[config.mk]
export PLATFORM = sky130hd
export DESIGN_NAME = interp_op_seq
export DESIGN_NICKNAME = d
export VERILOG_FILES = /design/src/rtl/interp_op_seq.sv
export SDC_FILE = /design/constraint.sdc
export NUM_CORES = 1
export LEC_CHECK = 0
export ABC_AREA = 1
export CAP_MARGIN = 25
export CORE_MARGIN = 8
export CORE_UTILIZATION = 55
export CTS_CLUSTER_SIZE = 10
export DETAILED_ROUTE_END_ITERATION = 7
export GPL_ROUTABILITY_DRIVEN = 0
export PLACE_DENSITY = 0.85
export SLEW_MARGIN = 20
export SYNTH_ARGS = -nofsm -noshare
export SYNTH_HDL_FRONTEND = slang
export SYNTH_SLANG_ARGS = --single-unit
[constraint.sdc]
create_clock -name clk -period 6.2 [get_ports clk]
set_input_delay 1.24 -clock clk [delete_from_list [all_inputs] [get_ports clk]]
set_output_delay 1.24 -clock clk [all_outputs]
set_load 0.05 [all_outputs]
[src/rtl/interp_op_seq.sv]
// interp_op_seq: time-interpolation sequencer/accumulator for NRS channel estimation.
//
// Captures pilot estimates E1/E3/E4 on an accepted start and walks a fixed nine-state
// schedule. Each state drives a 3-bit operand-select code that picks one operand for a
// single signed add per cycle. The two results are:
//   y_a = E1 + 2*E4 - 2*E3
//   y_b = (5*E3 + 2*E4 + 1) >>> 1   (arithmetic floor shift)
//
// Ports:
//   clk        clock, rising edge
//   rst_n      asynchronous active-low reset
//   start      run request, sampled only in IDLE
//   E1/E3/E4   signed pilot estimates (IN_WIDTH), captured when start is accepted
//   busy       high from LOAD through DONE
//   sel        current operand-select code (observe only)
//   y_a/y_b    signed results (OUT_WIDTH), held until the next update
//   out_valid  one-cycle pulse while in DONE
//
// Build option:
//   INTERP_SAT_EN  when defined, results saturate to the OUT_WIDTH signed range;
//                  otherwise they wrap (low OUT_WIDTH bits kept).
module interp_op_seq #(
  parameter int unsigned IN_WIDTH  = 17,
  parameter int unsigned OUT_WIDTH = 19
) (
  input  logic                        clk,
  input  logic                        rst_n,
  input  logic                        start,
  input  logic signed [IN_WIDTH-1:0]  E1,
  input  logic signed [IN_WIDTH-1:0]  E3,
  input  logic signed [IN_WIDTH-1:0]  E4,
  output logic                        busy,
  output logic [2:0]                  sel,
  output logic signed [OUT_WIDTH-1:0] y_a,
  output logic signed [OUT_WIDTH-1:0] y_b,
  output logic                        out_valid
);

  localparam int unsigned AccW = OUT_WIDTH + 1;
  // One bit wider than 2*E so that -(2*most-negative E3) stays representable.
  localparam int unsigned R2W  = IN_WIDTH + 2;

  localparam logic [2:0] SelOne  = 3'b000;
  localparam logic [2:0] Sel2E3  = 3'b001;
  localparam logic [2:0] Sel2E4  = 3'b011;
  localparam logic [2:0] Sel5E   = 3'b010;
  localparam logic [2:0] SelE1   = 3'b110;
  localparam logic [2:0] Sel2E   = 3'b100;
  localparam logic [2:0] SelNone = 3'b111;

  typedef enum logic [3:0] {
    StIdle, StLoad, StA1, StA2, StA3, StB1, StB2, StB3, StDone
  } state_e;

  state_e                     state_q;
  logic [2:0]                 sel_q;
  logic                       busy_q;
  logic                       out_valid_q;
  logic signed [IN_WIDTH-1:0] e1_q, e3_q, e4_q;
  logic signed [R2W-1:0]      reg_2e_q;
  logic signed [AccW-1:0]     reg_5e_q;
  logic signed [AccW-1:0]     acc_q;
  logic signed [OUT_WIDTH-1:0] y_a_q, y_b_q;

  logic signed [AccW-1:0]     operand;
  logic signed [AccW-1:0]     sum;
  logic signed [AccW-1:0]     sum_half;

  // Narrow the accumulator-width value to the output width.
  function automatic logic signed [OUT_WIDTH-1:0] fit(input logic signed [AccW-1:0] v);
`ifdef INTERP_SAT_EN
    // Only one extra bit, so overflow shows up as disagreeing top two bits.
    if (v[AccW-1] != v[AccW-2]) begin
      fit = v[AccW-1] ? {1'b1, {(OUT_WIDTH-1){1'b0}}} : {1'b0, {(OUT_WIDTH-1){1'b1}}};
    end else begin
      fit = OUT_WIDTH'(v);
    end
`else
    fit = OUT_WIDTH'(v);
`endif
  endfunction

  // Operand decode driven by the registered select code of the current state.
  always_comb begin
    operand = '0;
    case (sel_q)
      SelOne:  operand = AccW'(1);
      Sel2E3:  operand = AccW'(e3_q) <<< 1;
      Sel2E4:  operand = AccW'(e4_q) <<< 1;
      Sel5E:   operand = reg_5e_q;
      SelE1:   operand = AccW'(e1_q);
      Sel2E:   operand = AccW'(reg_2e_q);
      default: operand = '0;
    endcase
  end

  assign sum      = acc_q + operand;
  assign sum_half = sum >>> 1;

  // Single FSM block; sel/busy/out_valid are registered alongside the state so that
  // sel_q always carries the code belonging to state_q.
  always_ff @(posedge clk or negedge rst_n) begin
    if (!rst_n) begin
      state_q     <= StIdle;
      sel_q       <= SelNone;
      busy_q      <= 1'b0;
      out_valid_q <= 1'b0;
      e1_q        <= '0;
      e3_q        <= '0;
      e4_q        <= '0;
      reg_2e_q    <= '0;
      reg_5e_q    <= '0;
      acc_q       <= '0;
      y_a_q       <= '0;
      y_b_q       <= '0;
    end else begin
      out_valid_q <= 1'b0;
      unique case (state_q)
        StIdle: begin
          sel_q <= SelNone;
          if (start) begin
            e1_q    <= E1;
            e3_q    <= E3;
            e4_q    <= E4;
            busy_q  <= 1'b1;
            state_q <= StLoad;
          end
        end
        StLoad: begin
          reg_2e_q <= -(R2W'(e3_q) <<< 1);
          reg_5e_q <= (AccW'(e3_q) <<< 2) + AccW'(e3_q);
          sel_q    <= SelE1;
          state_q  <= StA1;
        end
        StA1: begin
          acc_q   <= operand;
          sel_q   <= Sel2E4;
          state_q <= StA2;
        end
        StA2: begin
          acc_q   <= sum;
          sel_q   <= Sel2E;
          state_q <= StA3;
        end
        StA3: begin
          acc_q   <= sum;
          y_a_q   <= fit(sum);
          sel_q   <= Sel5E;
          state_q <= StB1;
        end
        StB1: begin
          acc_q   <= operand;
          sel_q   <= Sel2E4;
          state_q <= StB2;
        end
        StB2: begin
          acc_q   <= sum;
          sel_q   <= SelOne;
          state_q <= StB3;
        end
        StB3: begin
          acc_q       <= sum;
          y_b_q       <= fit(sum_half);
          sel_q       <= SelNone;
          out_valid_q <= 1'b1;
          state_q     <= StDone;
        end
        StDone: begin
          busy_q  <= 1'b0;
          sel_q   <= SelNone;
          state_q <= StIdle;
        end
        default: begin
          busy_q  <= 1'b0;
          sel_q   <= SelNone;
          state_q <= StIdle;
        end
      endcase
    end
  end

  assign busy      = busy_q;
  assign sel       = sel_q;
  assign y_a       = y_a_q;
  assign y_b       = y_b_q;
  assign out_valid = out_valid_q;

endmodule

# After elaboration in Yosys (flattened, before gate mapping)
# Index checks and enable logic that the tools add are counted.
# totals
register_bits,157
out_inout_bits,43
word_cells,45
# classes
add_sub_neg,3
eq_ne,13
muxes,8
bitwise_logic,1
n_reduce_logical,8
# ops
operator,n
20-bit one-hot mux with 6 select lines,1
20-bit one-hot mux with 2 select lines,1
4-bit one-hot mux with 8 select lines,1
19-bit by 17-bit adder with 20-bit output,1
20-bit adder,1
18-bit negation with 19-bit output,1
4-bit by 3-bit equality test with 1-bit output (second input constant),4
3-bit one-hot mux with 5 select lines,1
4-bit by 2-bit equality test with 1-bit output (second input constant),2
7-bit OR reduction,1
3-bit by 2-bit equality test with 1-bit output (second input constant),2
3-bit equality test (second input constant),2
4-bit by 1-bit equality test with 1-bit output (second input constant),1
4-bit logical NOT,1
4-bit 2-to-1 mux,1
2-bit AND reduction,2
4-bit OR reduction,1
3-bit by 1-bit equality test with 1-bit output (second input constant),1
3-bit logical NOT,1
1-bit 2-to-1 mux,2
2-bit inequality test (second input constant),1
1-bit one-hot mux with 2 select lines,1
2-bit nonzero test,1
2-bit OR reduction,1
1-bit inverter,1

# Logic depth before layout (Yosys ltp)
# Gate-level depths: netlist (run 1).
# logic_depth
ltp_word,4
mapped_depth,22

# Worst setup path before layout (run 1)
# OpenSTA, ideal clock, no wires.
# synth_path
path_kind,flip-flop to flip-flop
startpoint,register sel_q[0] (netlist: sel[0])
endpoint,register acc_q[8]
arrival_ns,2.776
slack_ns,3.300
stages_incl_launch_ff,15
n_path_buf,2
synth_period_minus_slack_ns,2.900
cell_sequence,dfstp_2 buf_4 inv_1 nand3_1 buf_2 o21ai_0 ha_1 fa_1 nand3_1 nand3_1 nand3_1 nand2_1 or2_2 nand3_1 nand2_1
# synth_between
elab_chain_cells,4
word_cells_on_any_way,9
# synth_lines
element,line_no,text
start: declaration,56,logic [2:0] sel_q;
start signal: assignment,105,sel_q <= SelNone;
start signal: assignment,120,sel_q <= SelNone;
start signal: assignment,132,sel_q <= SelE1;
3-bit equality test (tied with other cells),86,case (sel_q)
20-bit one-hot mux with 6 select lines (*),86,
20-bit adder,97,assign sum = acc_q + operand;
20-bit one-hot mux with 2 select lines (*),118,unique case (state_q)
end signal: assignment,136,acc_q <= operand;
end signal: assignment,141,acc_q <= sum;
end signal: assignment,146,acc_q <= sum;
end: declaration,62,logic signed [AccW-1:0] acc_q;
# Mark *: on every way between the ends. The rest lies on a longest branch, timed or not.
# A chain may end at the register's enable or synchronous reset.

# Worst setup path after layout (run 1)
# layout_path
startpoint,register sel_q[2] (netlist: sel[2])
endpoint,register y_a_q[16] (netlist: y_a[16])
# layout_between
elab_chain_cells,3
word_cells_on_any_way,8
# layout_lines
element,line_no,text
3-bit equality test (tied with other cells),86,
20-bit one-hot mux with 6 select lines (*),86,
20-bit adder (*),97,
end signal: assignment,147,y_a_q <= fit(sum);
end: declaration,63,"logic signed [OUT_WIDTH-1:0] y_a_q, y_b_q;"
# Marks and branches as above.

==> flow_summary_export.csv, run 1 <==
group,metric,value,unit
detailed_routing,drtAntennaViolNets,0,
clocking,cts-buffers-inserted,17,
cells_and_area,fin_util,67.0,%
timing,slew_headroom,34.6,%
cells_and_area,seq_area,0.00388,mm²
clocking,postCtsHoldBufs,0,
critical_path,cp-end-kind,"flop",
timing,rsz0062_at_grt,"no",
timing,min_period,3.36,ns
yosys,synth_top_flop_cell,"dfrtp_1",
global_routing,grt_antenna_before_repair,0,
detailed_routing,wl_met3,1750,µm
timing,setup_viol_count_final,0,
yosys,synth_edf_count,0,
timing,max_freq,297,MHz
hold_path,hold_path_class,"reg -> reg",
critical_path,arrival,3.69,ns
die,die_y,142,µm
die,fp.dieArea,0.0202,mm²
cells_and_area,fill_cells,1287,
detailed_routing,detail_route.first_pass.iterations,5,
yosys,synth.most_common_cell,"nand2_1",
timing,hold_violations,0,
run_status,status,"completed",
placement,hpwl,17000,µm
detailed_routing,vias,8255,
critical_path,cpMostUsedCell,"nand2_1",
yosys,ys_seq_area_share,44.3,%
die,initial_core_util,55.8,%
yosys,yosys-top-cells-area,"dfrtp_1, nand2_1, nand3_1, ha_1, inv_1",
cells_and_area,multi_input_area,0.00432,mm²
clocking,cts_resized,0,
cells_and_area,drive_gt1_share,5.81,%
detailed_routing,wl_met1,9610,µm
yosys,synth_common_cells,"nand2_1, dfrtp_1, inv_1",
yosys,ys_async_sr_fraction,100,%
detailed_routing,highest_layer,"met4",
die,rows,46,
die,pin_count,97,
detailed_routing,drtIter0Drc,929,
detailed_routing,routed_wl,23300,µm
critical_path,worstSetupPathType,"reg -> reg",
die,core_area,0.0157,mm²
clocking,clkTransAtPathRegs,0.06,ns
timing,period_share,54.3,%
timing,worst_slew_pin_slew,0.977,ns
yosys,yosys_warnings,0,
global_routing,grt_max_degree,108,
yosys,syn-instance-count,1142,
clocking,cts_setup_buffers,0,
critical_path,critPathLaunchType,"flop",
global_routing,grt_pass1_vias,7878,
timing,skew,0.0106,ns
global_routing,grt_pass1_wl,37800,µm
cells_and_area,syn_to_final_growth,20.0,%
yosys,syn_nets,1235,
cells_and_area,n_antenna_cell,0,
cells_and_area,fin_nets,1320,
yosys,yosysUniqueCellTypes,42,
cells_and_area,final_area,0.0105,mm²
critical_path,cpPeakStageDelay,0.76,ns
detailed_routing,wl_met2,11200,µm
timing,drv_slew,0,
yosys,synth.avg_cell_area,7.68,µm²
die,chipWidth,142,µm
critical_path,slowest_stage,"dfstp_2",
clocking,ctsRootBufferMaster,"clkbuf_16",
placement,port_buffers,96,
clocking,clockBufferDepth,2,
clocking,clock_sinks,155,
global_routing,grt_remaining_overflow,0,
detailed_routing,via_per_inst,5.67,
clocking,h-tree-depth,4,
job,drv_cap,0,
critical_path,cp.required,6.52,ns
timing,tns,0,ns
clocking,cts_tree,"done",
yosys,yosysTopAreaCell,"dfrtp_1",
yosys,yosysTopAreaCellShare,43.4,%
detailed_routing,wl_per_cell,16.0,µm
yosys,synth-seq-cells,155,
global_routing,track_usage,23.4,%
critical_path,crit_fanout,19,
detailed_routing,post-route-drc-count,0,
timing,hold_ws,0.474,ns
yosys,syn-cell-area,0.00877,mm²
placement,placed_area,0.00988,mm²
critical_path,crit_chain,"inv_1, nand3_1, inv_1, nand2_1, o21ai_0, nor2_1, nand2_1, ha_1, nand2_1, o21ai_0, a21oi_1, nand2_1, nand2_1, nand3_1, nand2_1",
clocking,clk_latency,0.44,ns
## cell type report
cell class | count | share of cell area [%]
clock inverters | 12 | 1.63
inverters | 109 | 3.89
well taps | 216 | 2.57
multi-input cells | 843 | 41.1
repair buffers | 101 | 9.69
flip-flops and latches | 155 | 36.9
clock buffers | 20 | 4.24
## final timing paths
kind,cells after the start,start,end,slack [ns]
setup / recovery,15,sel[2],y_a[16],2.84
hold / removal,2,y_a[2],y_a[2],0.47
setup reg to reg,15,sel[2],y_a[16],2.84
hold reg to reg,2,y_a[2],y_a[2],0.47
max in group asynchronous,2,rst_n,y_b[6],4.65
min in group asynchronous,1,rst_n,y_a[1],0.67
## per-stage QoR
step,setup slack [ns],cells
6_report,2.84,1456
5_1_grt,2.58,1456
4_1_cts,2.85,1455
3_5_place_dp,2.94,1423
3_3_place_gp,2.97,1423
2_1_floorplan,3.30,1142
## metal layers
layer | global-route usage (%) | up-vias
li1 | - | 3916
met1 | 29.1 | 3917
met2 | 38.6 | 356
met3 | 4.90 | 66
met4 | 10.2 | 0
met5 | 0 | -
## cells by family after synthesis
kind of cell | Yosys count | synth area share [%]
adders and majority gates | 39 | 5.74
muxes | 18 | 2.31
and+or+nand+nor | 591 | 28.2
buffers and inverters | 144 | 6.54
DFF | 155 | 44.3
AOI/OAI and AO/OA | 179 | 11.3
xor gates and xnor gates | 16 | 1.60
## worst max-delay path: cells and delay by family, from the launching register on
kind / cells / cell delay (ns)
compound gates: 3 / 0.67
fa+ha+maj: 1 / 0.37
buf+inv: 2 / 0.40
flops: 1 / 0.76
simple gates: 9 / 1.05
## placed cells by master, fill, tap and decap left out, types with 9 or more instances in the layout
cell / netlist / final
a22oi_1: 12 / 12
a21oi_1: 69 / 69
nor2_1: 95 / 95
xor2_1: 9 / 9
nand4_1: 12 / 12
dfrtp_1: 152 / 152
inv_1: 104 / 104
o21ai_0: 68 / 68
nand3b_1: 12 / 12
clkdlybuf4s50_1: 0 / 95
nand2_1: 352 / 352
ha_1: 37 / 37
mux2_2: 18 / 18
clkbuf_16: 0 / 17
nand3_1: 102 / 101
## flip-flops by register name, indices dropped and copies added, names as in the netlist
register   flops
out_valid      1
y_b           19
e1_q          17
state_q        4
reg_5e_q      19
busy           1
reg_2e_q      18
e4_q          17
sel            3
acc_q         20
y_a           19
e3_q          17
Power of run 1 is left out: the tool's default activity adds up to more than one toggle a clock period on the data nets, which glitch-free logic cannot reach.
==> run 2, diff against run 1 <==
==> constraint.sdc (replaced) <==
create_clock -name clk -period 3.4 [get_ports clk]
set_input_delay 0.68 -clock clk [delete_from_list [all_inputs] [get_ports clk]]
set_output_delay 0.68 -clock clk [all_outputs]
set_load 0.05 [all_outputs]
==> run 2 against run 1 <==
Net effect: final cell count increased by 0.55%; wire length increased by 1.8%; critical path depth unchanged; critical endpoint is now y_b[9]; largest cell class unchanged; highest routed layer unchanged.
==> flow_summary_export.csv, run 2 (synthesized netlist as in run 1, its figures left out) <==
group,metric,value,unit
clocking,clock_sinks,155,
cells_and_area,largest_reg_flops,20,
critical_path,arrival,3.54,ns
cells_and_area,fin_cells,1464,
clocking,cts_tree,"done",
timing,setup_viol_count_final,0,
cells_and_area,n_antenna_cell,0,
detailed_routing,vias,8335,
cells_and_area,largest_register,"acc_q",
global_routing,grt_pass1_wl,38500,µm
timing,finalWorstSetupSlack,0.177,ns
placement,hpwl,17500,µm
die,pin_count,97,
critical_path,critPathLaunchType,"flop",
timing,hold_violations,0,
detailed_routing,wl_met2,11500,µm
cells_and_area,mostFrequentLayoutCell,"nand2_1",
detailed_routing,via_per_inst,5.69,
cells_and_area,fill_cells,1260,
cells_and_area,fin_nets,1332,
timing,rsz0062_at_grt,"no",
placement,port_buffers,96,
global_routing,grt_max_degree,80,
die,fp.dieArea,0.0202,mm²
die,rows,46,
critical_path,crit_fanout,8,
cells_and_area,syn_to_final_growth,21.0,%
die,initial_core_util,55.8,%
global_routing,grt_antenna_before_repair,0,
cells_and_area,fin_util,67.5,%
hold_path,hold_path_class,"in -> async",
timing,max_freq,310,MHz
timing,drv_slew,0,
detailed_routing,highest_layer,"met4",
timing,min_period,3.22,ns
detailed_routing,wl_per_cell,16.2,µm
detailed_routing,detail_route.first_pass.iterations,6,
critical_path,worstSetupPathType,"reg -> reg",
detailed_routing,post-route-drc-count,0,
timing,skew,0.00794,ns
clocking,cts-buffers-inserted,17,
placement,placed_cells,1430,
clocking,ctsRootBufferMaster,"clkbuf_16",
detailed_routing,wl_met3,1970,µm
detailed_routing,drtAntennaViolNets,0,
global_routing,grt_pass1_vias,7984,
timing,tns,0,ns
timing,slew_headroom,49.7,%
die,core_area,0.0157,mm²
timing,period_share,94.8,%
critical_path,cp.required,3.72,ns
detailed_routing,drtIter0Drc,990,
die,chipWidth,142,µm
timing,worst_slew_pin_slew,0.754,ns
cells_and_area,drive_gt1_share,6.73,%
detailed_routing,routed_wl,23700,µm
critical_path,cp-end-kind,"flop",
clocking,clockBufferDepth,2,
global_routing,grt_remaining_overflow,0,
die,die_y,142,µm
run_status,status,"completed",
detailed_routing,wl_met1,9480,µm
clocking,h-tree-depth,4,
job,drv_cap,0,
global_routing,track_usage,23.9,%
cells_and_area,layout_common_cells,"nand2_1, dfrtp_1, inv_1, nand3_1",
clocking,clkTransAtPathRegs,0.06,ns
clocking,clk_latency,0.43,ns
placement,place_ws,0.207,ns
[run 2: changes by cell type in the layout (fill, tap and decap cells not counted), sizes merged]
cell      change
buf          +12
bufinv        -1
clkinv        -1
clkinvlp      -1
inv           -1
[run 2: metal layers]
metal | track usage (%) | up-vias
met5 | 0 | -
met4 | 10.6 | 0
met3 | 5.20 | 71
met2 | 39.9 | 366
met1 | 29.3 | 3947
li1 | - | 3951
[run 2: critical path, stage by stage, from the launching register on]
cell and delay (ns):
dfstp_4 0.65, inv_1 0.08, nand3_1 0.12, clkinvlp_4 0.21, buf_4 0.19, nand2_1 0.05
o21ai_0 0.07, nor2_1 0.11, nand2_1 0.12, ha_1 0.36, a21oi_1 0.30, nand2_1 0.11
nand3b_1 0.25, or2_2 0.34, nand3_1 0.09, nand2_1 0.05
[run 2: metrics by stage]
stage / area [µm²] / hold WS (ns)
floorplan: 8770 / 0.384
global placement: 9950 / 0.453
detailed placement: 9950 / 0.463
CTS: 10500 / 0.325
global route: 10600 / 0.355
finish: 10600 / 0.286
[run 2: area by class of cell]
class	instances	area [µm²]	area share, %
multi-input cells	843	4340	40.9
flip-flops and latches	155	3890	36.6
repair buffers	113	1110	10.5
clock buffers	20	457	4.31
inverters	109	413	3.89
well taps	216	270	2.55
clock inverters	8	121	1.14
[run 2: final timing paths]
check                             from     endpoint  slack [ns]  cells past startpoint
setup / recovery                sel[2]       y_b[9]        0.18                     15
max in group asynchronous        rst_n      y_a[12]        2.39                      2
setup reg to reg                sel[2]       y_b[9]        0.18                     15
hold reg to reg            reg_2e_q[2]  reg_2e_q[2]        0.48                      2
hold / removal                   rst_n       y_b[3]        0.29                      1
min in group clk           reg_2e_q[2]  reg_2e_q[2]        0.48                      2
[run 2: what timing repair did]
item                                    CTS  global route
resized for setup                         0             4
hold buffers                              0             0
setup buffers                             0             6
endpoints found under the setup margin    0            42
Power of run 2 is left out for the same reason.
